$ cat src/rtl/store_narrow_buffer_if.sv
// store_narrow_buffer_if: store request, memory drain and load-hit signals of the store narrowing buffer
interface store_narrow_buffer_if #(parameter int CNT_W = 3);
  logic             st_valid;
  logic             st_ready;
  logic [31:0]      st_addr;
  logic [31:0]      st_data;
  logic [1:0]       st_size;
  logic             st_misalign;
  logic             mem_valid;
  logic             mem_ready;
  logic [31:0]      mem_addr;
  logic [31:0]      mem_wdata;
  logic [3:0]       mem_be;
  logic [31:0]      ld_addr;
  logic             ld_hit;
  logic [CNT_W-1:0] count;
  logic             empty;
  logic             full;
  modport master (
    output st_valid, st_addr, st_data, st_size, mem_ready, ld_addr,
    input  st_ready, st_misalign, mem_valid, mem_addr, mem_wdata, mem_be, ld_hit, count, empty, full
  );
  modport slave (
    input  st_valid, st_addr, st_data, st_size, mem_ready, ld_addr,
    output st_ready, st_misalign, mem_valid, mem_addr, mem_wdata, mem_be, ld_hit, count, empty, full
  );
endinterface

$ cat src/rtl/store_narrow_buffer.sv
// store_narrow_buffer: narrows store data to byte/half/word lanes and queues it in an in-order write buffer
module store_narrow_buffer #(
  parameter int DEPTH = 4,
  parameter int CNT_W = 3
) (
  input logic               clk,
  input logic               rst,
  store_narrow_buffer_if.slave bus
);
  localparam int PW = $clog2(DEPTH);
  logic [31:0]      addr_q [DEPTH];
  logic [31:0]      data_q [DEPTH];
  logic [3:0]       be_q   [DEPTH];
  logic [PW-1:0]    head, tail;
  logic [CNT_W-1:0] cnt;
  logic             mis_q;
  logic [31:0]      wdata;
  logic [3:0]       be;
  logic             legal, acc, enq, deq;
  logic [DEPTH-1:0] hit;
  logic [PW-1:0]    off [DEPTH];
  always_comb begin
    wdata = bus.st_size == 2'b00 ? {4{bus.st_data[7:0]}} :
            bus.st_size == 2'b01 ? {2{bus.st_data[15:0]}} : bus.st_data;
    be    = bus.st_size == 2'b00 ? 4'b0001 << bus.st_addr[1:0] :
            bus.st_size == 2'b01 ? (bus.st_addr[1] ? 4'b1100 : 4'b0011) : 4'b1111;
    legal = bus.st_size == 2'b00 ||
            (bus.st_size == 2'b01 && !bus.st_addr[0]) ||
            (bus.st_size == 2'b10 && bus.st_addr[1:0] == 2'b00);
  end
  assign acc = bus.st_valid && bus.st_ready;
  assign enq = acc && legal;
  assign deq = bus.mem_valid && bus.mem_ready;
  assign bus.count       = cnt;
  assign bus.empty       = cnt == '0;
  assign bus.full        = cnt == CNT_W'(DEPTH);
  assign bus.st_ready    = !bus.full;
  assign bus.st_misalign = mis_q;
  assign bus.mem_valid   = !bus.empty;
  assign bus.mem_addr    = addr_q[head];
  assign bus.mem_wdata   = data_q[head];
  assign bus.mem_be      = be_q[head];
  // A slot is live only if its distance from head is below count, so stale slots never hit
  for (genvar i = 0; i < DEPTH; i++) begin : g_hit
    assign off[i] = PW'(i) - head;
    assign hit[i] = CNT_W'(off[i]) < cnt && addr_q[i][31:2] == bus.ld_addr[31:2];
  end
  assign bus.ld_hit = |hit;
  always_ff @(posedge clk)
    if (enq && !rst) begin
      addr_q[tail] <= {bus.st_addr[31:2], 2'b00};
      data_q[tail] <= wdata;
      be_q[tail]   <= be;
    end
  always_ff @(posedge clk)
    if (rst) begin
      head  <= '0;
      tail  <= '0;
      cnt   <= '0;
      mis_q <= 1'b0;
    end else begin
      if (enq) tail <= tail + PW'(1);
      if (deq) head <= head + PW'(1);
      cnt   <= cnt + CNT_W'(enq) - CNT_W'(deq);
      mis_q <= acc && !legal;
    end
endmodule

$ cat src/flat_wrapper.sv
// flat-port wrapper written by rule: the top's interface ports become plain ports
module store_narrow_buffer_flat 
#(
  parameter int DEPTH = 4,
  parameter int CNT_W = 3
)
  (clk, rst, bus_st_valid, bus_st_addr, bus_st_data, bus_st_size, bus_mem_ready, bus_ld_addr, bus_st_ready, bus_st_misalign, bus_mem_valid, bus_mem_addr, bus_mem_wdata, bus_mem_be, bus_ld_hit, bus_count, bus_empty, bus_full);
  store_narrow_buffer_if #(.CNT_W(CNT_W)) bus_i ();
  input logic clk;
  input logic rst;
  input wire logic [$bits(bus_i.st_valid)-1:0] bus_st_valid;
  input wire logic [$bits(bus_i.st_addr)-1:0] bus_st_addr;
  input wire logic [$bits(bus_i.st_data)-1:0] bus_st_data;
  input wire logic [$bits(bus_i.st_size)-1:0] bus_st_size;
  input wire logic [$bits(bus_i.mem_ready)-1:0] bus_mem_ready;
  input wire logic [$bits(bus_i.ld_addr)-1:0] bus_ld_addr;
  output wire logic [$bits(bus_i.st_ready)-1:0] bus_st_ready;
  output wire logic [$bits(bus_i.st_misalign)-1:0] bus_st_misalign;
  output wire logic [$bits(bus_i.mem_valid)-1:0] bus_mem_valid;
  output wire logic [$bits(bus_i.mem_addr)-1:0] bus_mem_addr;
  output wire logic [$bits(bus_i.mem_wdata)-1:0] bus_mem_wdata;
  output wire logic [$bits(bus_i.mem_be)-1:0] bus_mem_be;
  output wire logic [$bits(bus_i.ld_hit)-1:0] bus_ld_hit;
  output wire logic [$bits(bus_i.count)-1:0] bus_count;
  output wire logic [$bits(bus_i.empty)-1:0] bus_empty;
  output wire logic [$bits(bus_i.full)-1:0] bus_full;
  assign bus_i.st_valid = bus_st_valid;
  assign bus_i.st_addr = bus_st_addr;
  assign bus_i.st_data = bus_st_data;
  assign bus_i.st_size = bus_st_size;
  assign bus_i.mem_ready = bus_mem_ready;
  assign bus_i.ld_addr = bus_ld_addr;
  assign bus_st_ready = bus_i.st_ready;
  assign bus_st_misalign = bus_i.st_misalign;
  assign bus_mem_valid = bus_i.mem_valid;
  assign bus_mem_addr = bus_i.mem_addr;
  assign bus_mem_wdata = bus_i.mem_wdata;
  assign bus_mem_be = bus_i.mem_be;
  assign bus_ld_hit = bus_i.ld_hit;
  assign bus_count = bus_i.count;
  assign bus_empty = bus_i.empty;
  assign bus_full = bus_i.full;
  store_narrow_buffer #(.DEPTH(DEPTH), .CNT_W(CNT_W)) u_core (.clk(clk), .rst(rst), .bus(bus_i));
endmodule
$ cat config.mk
export PLATFORM = sky130hd
export DESIGN_NAME = store_narrow_buffer_flat
export DESIGN_NICKNAME = d
export VERILOG_FILES = /design/src/rtl/store_narrow_buffer_if.sv /design/src/rtl/store_narrow_buffer.sv /design/src/flat_wrapper.sv
export SDC_FILE = /design/constraint.sdc
export NUM_CORES = 1
export LEC_CHECK = 0
export CAP_MARGIN = 20
export CORE_MARGIN = 5
export CORE_UTILIZATION = 45
export CTS_BUF_LIST = sky130_fd_sc_hd__clkbuf_2
export DETAILED_ROUTE_END_ITERATION = 8
export HOLD_SLACK_MARGIN = 0.12
export PLACE_DENSITY_LB_ADDON = 0.1
export REMOVE_ABC_BUFFERS = 1
export SETUP_SLACK_MARGIN = 0.3
export SKIP_LAST_GASP = 1
export SLEW_MARGIN = 20
export SYNTH_ARGS = -nofsm -noshare
export SYNTH_HDL_FRONTEND = slang
export SYNTH_SLANG_ARGS = --single-unit
$ cat constraint.sdc
create_clock -name clk -period 3.7 [get_ports clk]
set_input_delay 0.555 -clock clk [delete_from_list [all_inputs] [get_ports clk]]
set_output_delay 0.555 -clock clk [all_outputs]
set_load 0.1 [all_outputs]
# --- Word level (Yosys, flattened, before mapping) ---
# Memories as Yosys holds them, arrays and structs flattened. A register that Yosys moved wholly into a read port is not among the register bits.
# Cells that the tools add are included.
# Widths: inputs -> output; s select.
op_classes:
  n_addsub: 8
  order_cmp: 4
  eq_ne: 7
  n_shift: 1
  muxes: 13
  reduce_logical: 22
op_table:
  columns: ["cell", "n"]
  rows:
  - ["$eq 30x30->1", 4]
  - ["$mux 32", 2]
  - ["$lt 2x3->1", 4]
  - ["$mux 2", 6]
  - ["$mux 4", 3]
  - ["$logic_and 1x1->1", 11]
  - ["$logic_not 1->1", 5]
  - ["$add 2x1->2 const B", 2]
  - ["$logic_not 2->1", 2]
  - ["$reduce_or 4->1", 1]
  - ["$shl 1x2->4 const A", 1]
  - ["$sub 1x2->2 const A", 2]
  - ["$sub 2x2->2 const A", 2]
  - ["$add 3x1->3", 1]
  - ["$eq 3x3->1 const B", 1]
  - ["$logic_not 3->1", 1]
  - ["$sub 3x1->3", 1]
  - ["$eq 2x1->1 const B", 1]
  - ["$eq 2x2->1 const B", 1]
  - ["$logic_or 1x1->1", 2]
  - ["$mux 1", 2]
word_totals:
  register_bits: 8
  mem_bits_rw: 264
  output_inout_bits: 77
  n_memories: 3
memory_table:
  columns: ["name", "words", "word_bits", "read_ports", "rd_clocked_by_memory_dff", "write_ports", "line", "rtl"]
  rows:
  - ["u_core.data_q", 4, 32, 1, 1, 1, "store_narrow_buffer.sv:12", "logic [31:0] data_q [DEPTH];"]
  - ["u_core.addr_q", 4, 30, 5, 1, 1, "store_narrow_buffer.sv:11", "logic [31:0] addr_q [DEPTH];"]
  - ["u_core.be_q", 4, 4, 1, 1, 1, "store_narrow_buffer.sv:13", "logic [3:0] be_q [DEPTH];"]

# --- Longest topological paths before layout ---
# Gate-level depths: netlist of the first run.
logic_depth:
  ltp_word: 8
  mapped_depth: 10
  ltp_nobuf: 10

# --- Least setup slack after synthesis of the first run ---
# Ideal clock, no wire load.
synth_path:
  kind: "reg-to-reg"
  start: "register u_core.cnt[1] (netlist: u_core.bus.count[1])"
  end: "memory u_core.addr_q[0][0] in the netlist's numbering (enable)"
  t_arrival_ns: 4.283
  t_required_ns: 3.269
  setup_slack_ns: -1.014
  stages_incl_launch_ff: 7
  n_path_buf: 1
  cell_sequence: "dfxtp_1 > inv_1 > nand3_1 > and3_1 > buf_2 > nor2b_1 > and2_1"
synth_between:
  elab_chain_cells: 7
synth_lines:
  columns: ["item", "line", "rtl"]
  rows:
  - ["from (decl)", "store_narrow_buffer.sv:15", "logic [CNT_W-1:0] cnt;"]
  - ["from (signal assigned)", "store_narrow_buffer.sv:64", "cnt <= cnt + CNT_W'(enq) - CNT_W'(deq);"]
  - ["$eq 3x3->1", "store_narrow_buffer.sv:36", "assign bus.full = cnt == CNT_W'(DEPTH);"]
  - ["$logic_not 1->1", "store_narrow_buffer.sv:37", "assign bus.st_ready = !bus.full;"]
  - ["named net bus_st_ready", "flat_wrapper.sv:17", "output wire logic [$bits(bus_i.st_ready)-1:0] bus_st_ready;"]
  - ["$logic_and 1x1->1", "store_narrow_buffer.sv:31", "assign acc = bus.st_valid && bus.st_ready;"]
  - ["$logic_and 1x1->1", "store_narrow_buffer.sv:32", "assign enq = acc && legal;"]
  - ["$logic_and 1x1->1", "store_narrow_buffer.sv:50", "if (enq && !rst) begin"]
  - ["$mux 1", "store_narrow_buffer.sv:50", null]
  - ["$mux 1 (not written as such)", "store_narrow_buffer.sv:51", "addr_q[tail] <= {bus.st_addr[31:2], 2'b00};"]
  - ["to (decl)", "store_narrow_buffer.sv:11", null]
# The timed path passes the listed nets, and every way through them passes these cells.

==> results_dict.tcl, run 1 <==
set metrics [dict create \
    cts_tree "done" \
    status "finished, final reports clean" \
    n_fill_cell 2072 \
    cp.arrival_ps 2670 \
    wire_per_inst_um 23.1 \
    place_ws_ps 315 \
    insertion_delay_ps 790 \
    endpoint_kind "primary output" \
    final_cell_mix "264 x edfxtp_1, 104 x clkdlybuf4s50_1, 96 x xor2_1" \
    finalWorstSetupSlack_ps 470 \
    synthSimpleGateAreaFrac_pct 3.22 \
    rsz0062_at_grt "yes" \
    yosys.area.top_type "edfxtp_1" \
    report.final.slew_viol_count 0 \
    drt_wl_total_um 29300 \
    grt_pass1_wl_um 43400 \
    drtIter0Drc 370 \
    path_clk_slew_ps 100 \
    cts_hold_buf 0 \
    final_util_pct 57.0 \
    dieArea_sq_um 29600 \
    worst_setup_path_start_kind "flop" \
    core_area_sq_um 26000 \
    hold_violations 0 \
    die_h_um 172 \
    die_w_um 172 \
    total_power_mw 9.66 \
    layout_commonest_cell "edfxtp_1" \
    synthMuxAreaShare_pct 14.8 \
    whs_ps 326 \
    synth_xor_area_share_pct 9.32 \
    ios 179 \
    path_class "flop to primary output" \
    drt-vias-per-instance 5.32 \
    drc_errors 0 \
    p_leak_nw 5.05 \
    yosysWarningCount 0 \
    drt-pass1-iter-count 4 \
    cts_sinks 274 \
    maxCapViolCount 0 \
    synth_compound_area_share_pct 1.34 \
    fin_nets 995 \
    row_count 59 \
    numCtsBuffers 72 \
    hold_class "primary input to flop" \
    synth_top_family_by_area "multiplexers" \
    cts_max_level 3 \
    place_hpwl_um 20200 \
    clockBufferDepth 3 \
    avgSynthCellArea_sq_um 18.7 \
    portBuffers 174 \
    path_max_fanout 2 \
    area_growth_pct 25.1 \
    grt_use_total_pct 19.9 \
    power.density_nw_per_um2 652 \
    post-synth-top-area-fraction_pct 67.0 \
    overflow 0 \
    antenna_found_initial 3 \
    netlist_area_sq_um 11800 \
    cp.required_ps 3140 \
    gp_congestion 0.837 \
    yosys.cell_types.count 37 \
    vias 6726 \
    drive_gt1_share_pct 32.5 \
    synth-adder-area-share_pct 1.23 \
    ys_ff_latch 274 \
    grt_max_degree 38 \
    ir_drop_mv 0.900 \
    finalCritPeriodShare_pct 87.3 \
    floorplan.initialDensity_pct 45.6 \
    worstMarginPinSlew_ps 970 \
    setup_viol 0 \
    synth.area.top_cells "edfxtp_1 67%, mux4_2 13%, xor2_1 7.2%, xnor2_1 2.1%, dfxtp_1 1.7%" \
    min_period_ps 3230 \
    slew_headroom_pct 35.1 \
    first_global_vias 7530 \
    synth_cells 633 \
    skew_ps 52.4 \
    max_freq_mhz 310 \
    ant_nets 0 \
    ys_seq_area_share_pct 68.7 \
    root_buffer "clkbuf_2" \
]
[registers in the layout (all words and copies together) (netlist names), named ones only]
register and cells:
u_core.addr_q 120, u_core.be_q 16, u_core.bus.count 3, u_core.bus.st_misalign 1, u_core.data_q 128, u_core.head 2, u_core.tail 2
[final cells by class]
cell class | count | area (sq um) | share of cell area (%)
Tap cell | 335 | 419 | 2.83
Antenna cell | 1 | 2.50 | 0.0169
Inverter | 13 | 48.8 | 0.329
Multi-Input combinational cell | 324 | 3650 | 24.6
Sequential cell | 274 | 8140 | 54.9
Clock buffer | 95 | 475 | 3.21
Timing Repair Buffer | 197 | 1930 | 13.1
Clock inverter | 26 | 145 | 0.980
[synth_stat cells (all sizes together)]
cell type / count
a2111oi: 4
a21o: 2
a21oi: 5
and2: 5
and3: 1
buf: 18
clkbuf: 5
conb: 1
dfxtp: 10
edfxtp: 264
fa: 1
ha: 10
inv: 13
mux2: 16
mux2i: 9
mux4: 66
nand2: 10
nand2b: 1
nand3: 5
nand4: 10
nor2: 9
nor2b: 2
nor3: 3
nor4: 22
o21a: 2
o21ai: 8
o21bai: 2
o22ai: 1
or3: 1
or4: 1
xnor2: 29
xor2: 97
[critical path, cell delays in order (launching register included)]
cell      delay [ps]
edfxtp_1         410
xor2_1           200
nor4_2           410
nand4_1          190
nor4_2           300
or4_4            180
buf_12           170
[metrics by stage]
step	setup TNS (ps)	area [sq um]	cells
after detailed placement	0	14100	1141
after global placement	0	14100	1141
after global routing	0	14800	1265
after CTS	0	14700	1263
after floorplan	-302150	11700	611
final	0	14800	1265
[routing by layer]
layer | vias up | wire, um | GRT usage, %
met5 | - | 25 | 0
met4 | 4 | 805 | 7.35
met3 | 65 | 2460 | 6.06
met2 | 260 | 14700 | 33.6
met1 | 3351 | 11200 | 24.4
li1 | 3046 | - | -
[report_power, final]
part / total, mW / internal (mW) / leakage (nW) / switching, mW
Combinational: 4.03 / 1.12 / 2.12 / 2.91
Clock: 1.98 / 0.777 / 0.463 / 1.20
Sequential: 3.65 / 3.52 / 2.47 / 0.131
[final timing paths]
kind / from / end / slack [ps] / cells past startpoint
worst max-delay path: u_core.addr_q[1][8] / bus_ld_hit / 470 / 6
worst min-delay path: bus_st_valid / u_core.bus.st_misalign / 330 / 3
worst max register to register: u_core.bus.count[1] / u_core.bus.count[2] / 1290 / 10
worst min register to register: u_core.tail[0] / u_core.tail[0] / 590 / 2
[kinds of logic after synthesis]
| family | count (synthesis) |
|---|---|
| AOI/OAI and AO/OA | 24 |
| other | 1 |
| DFF | 274 |
| adders and majority gates | 11 |
| and+or+nand+nor | 70 |
| muxes | 91 |
| buffers and inverters | 36 |
| xor gates and xnor gates | 126 |
[timing repair]
action | CTS | global route
resized for setup | 5 | 14
setup endpoints to repair | 27 | 1
pin swaps | 3 | 5
endpoints found under the hold margin | 0 | 0
buffers inserted | 1 | 1
Note: power is estimated with default switching activity, not from simulation.
==> run 2: changes to the inputs <==
--- a/config.mk
+++ b/config.mk
@@ -12,4 +12,4 @@
 export DETAILED_ROUTE_END_ITERATION = 8
-export HOLD_SLACK_MARGIN = 0.12
-export PLACE_DENSITY_LB_ADDON = 0.1
+export HOLD_SLACK_MARGIN = 0.15
+export PLACE_DENSITY = 0.68
 export REMOVE_ABC_BUFFERS = 1
--- a/constraint.sdc
+++ b/constraint.sdc
@@ -3,2 +3,2 @@
 set_output_delay 0.555 -clock clk [all_outputs]
-set_load 0.1 [all_outputs]
+set_load 0.01 [all_outputs]
==> run 2 against run 1 <==
Power down 18%. Utilization increased by 0.78 points. Sequential power barely moved. Die area stayed put. Non-clock buffer count grew 4. Wire length is 0.57% higher.
==> results_dict.tcl, run 2 (synthesis results as in run 1) <==
set metrics [dict create \
    ios 179 \
    numCtsBuffers 70 \
    dieArea_sq_um 29600 \
    drive_gt1_share_pct 26.2 \
    hold_violations 0 \
    maxCapViolCount 0 \
    reg.largest.list "u_core.data_q (128), u_core.addr_q (120), u_core.be_q (16)" \
    cts_sinks 274 \
    core_area_sq_um 26000 \
    endpoint_kind "primary output" \
    largest_register_ffs 128 \
    clockBufferDepth 3 \
    drtIter0Drc 586 \
    skew_ps 71.6 \
    ir_drop_mv 0.357 \
    final_util_pct 57.8 \
    rsz0062_at_grt "yes" \
    setup_viol 0 \
    multiInputGateArea_sq_um 3680 \
    final_cell_mix "264 x edfxtp_1, 173 x clkdlybuf4s50_1, 98 x clkbuf_2" \
    path_class "flop to primary output" \
    cp.arrival_ps 2760 \
    hold_class "primary input to flop" \
    grt_use_total_pct 19.7 \
    first_global_vias 7477 \
    cts_tree "done" \
    gp_congestion 0.879 \
    path_clk_slew_ps 80 \
    grt_max_degree 54 \
    seq_area_sq_um 8140 \
    whs_ps 370 \
    drt_wl_total_um 29400 \
    ant_nets 0 \
    finalCritPeriodShare_pct 89.7 \
    drc_errors 0 \
    place_hpwl_um 19700 \
    area_growth_pct 26.9 \
    cts_max_level 3 \
    portBuffers 174 \
    grt_pass1_wl_um 43100 \
    final-instance-count-excl-fill 1267 \
    wire_per_inst_um 23.2 \
    drt-pass1-iter-count 5 \
    overflow 0 \
    cp.required_ps 3140 \
    path_max_fanout 2 \
    place_inst 1141 \
    tns_ps 0 \
    layout_commonest_cell "edfxtp_1" \
    min_period_ps 3320 \
    power.density_nw_per_um2 529 \
    fin_nets 997 \
    drt-vias-per-instance 5.38 \
    worst_setup_path_start_kind "flop" \
    max_freq_mhz 301 \
    row_count 59 \
    p_leak_nw 5.01 \
    insertion_delay_ps 820 \
    die_h_um 172 \
    antenna_found_initial 4 \
    floorplan.initialDensity_pct 45.6 \
    n_fill_cell 2046 \
    report.final.slew_viol_count 0 \
    vias 6814 \
    status "finished, final reports clean" \
    die_w_um 172 \
    regMostFlops "u_core.data_q" \
    root_buffer "clkbuf_2" \
]
==> run 2: cell count changes in the layout (fill, tap and decap cells not counted), moves of 3 or more <==
cell,change
clkdlybuf4s50_1,+69
and2_4,-4
clkbuf_2,+3
buf_4,-62
buf_12,-5
and2_2,+4
clkinv_1,-6
==> run 2: routing by layer <==
metal	vias to the layer above	share of wire, %	track usage, %
met5	-	0.17	0
met3	54	9.7	6.63
met4	8	1.9	6.60
met2	317	49	32.0
li1	3048	-	-
met1	3387	40	25.0
==> run 2: report_power, final <==
part | total (mW) | leakage (nW) | switching (mW) | internal [mW]
clock | 2.05 | 0.476 | 1.19 | 0.862
sequential | 3.62 | 2.47 | 0.0952 | 3.52
combinational | 2.28 | 2.07 | 1.01 | 1.27
total | 7.95 | 5.01 | 2.29 | 5.66
==> run 2: final cells by class <==
class | instances | share of cell area [%]
Sequential cell | 274 | 54.2
Multi-Input combinational cell | 324 | 24.5
Timing Repair Buffer | 201 | 13.8
Clock buffer | 98 | 3.27
Tap cell | 335 | 2.79
Clock inverter | 21 | 1.05
Inverter | 13 | 0.325
Antenna cell | 1 | 0.0167
==> run 2: timing repair <==
action	4_1_cts	5_1_grt
gates resized for setup	13	18
endpoints found under the setup margin	45	2
setup buffers	4	2
hold buffers	0	0
pin swaps	4	5
==> run 2: worst max-delay path, stage by stage (launching register included) <==
cell and delay (ps):
edfxtp_1 410, xor2_1 190, nor4_2 460, nand4_1 180, a2111oi_2 420, or4_4 230, buf_2 130
==> run 2: final timing paths <==
kind                         from  slack [ps]                     end  cells after the start
max          u_core.addr_q[2][27]         380              bus_ld_hit                      6
min                  bus_st_valid         370  u_core.bus.st_misalign                      3
max reg2reg   u_core.bus.count[1]        1160     u_core.bus.count[2]                     11
min reg2reg        u_core.tail[1]         600          u_core.tail[1]                      2
==> run 2: stage by stage <==
step,worst slack [ps],cell area (sq um),power (mW)
6_report,382,15000,7.95
5_1_grt,207,15000,8.38
4_1_cts,303,14900,8.01
3_5_place_dp,-39.2,14200,5.86
3_3_place_gp,66.6,14200,5.83
2_1_floorplan,-349,11700,4.79
==> run 3: changes to the inputs <==
GPL_ROUTABILITY_DRIVEN = 0   (was unset)
==> results of run 3 <==
No change in the layout: final DEF, timing and power equal those of run 2.
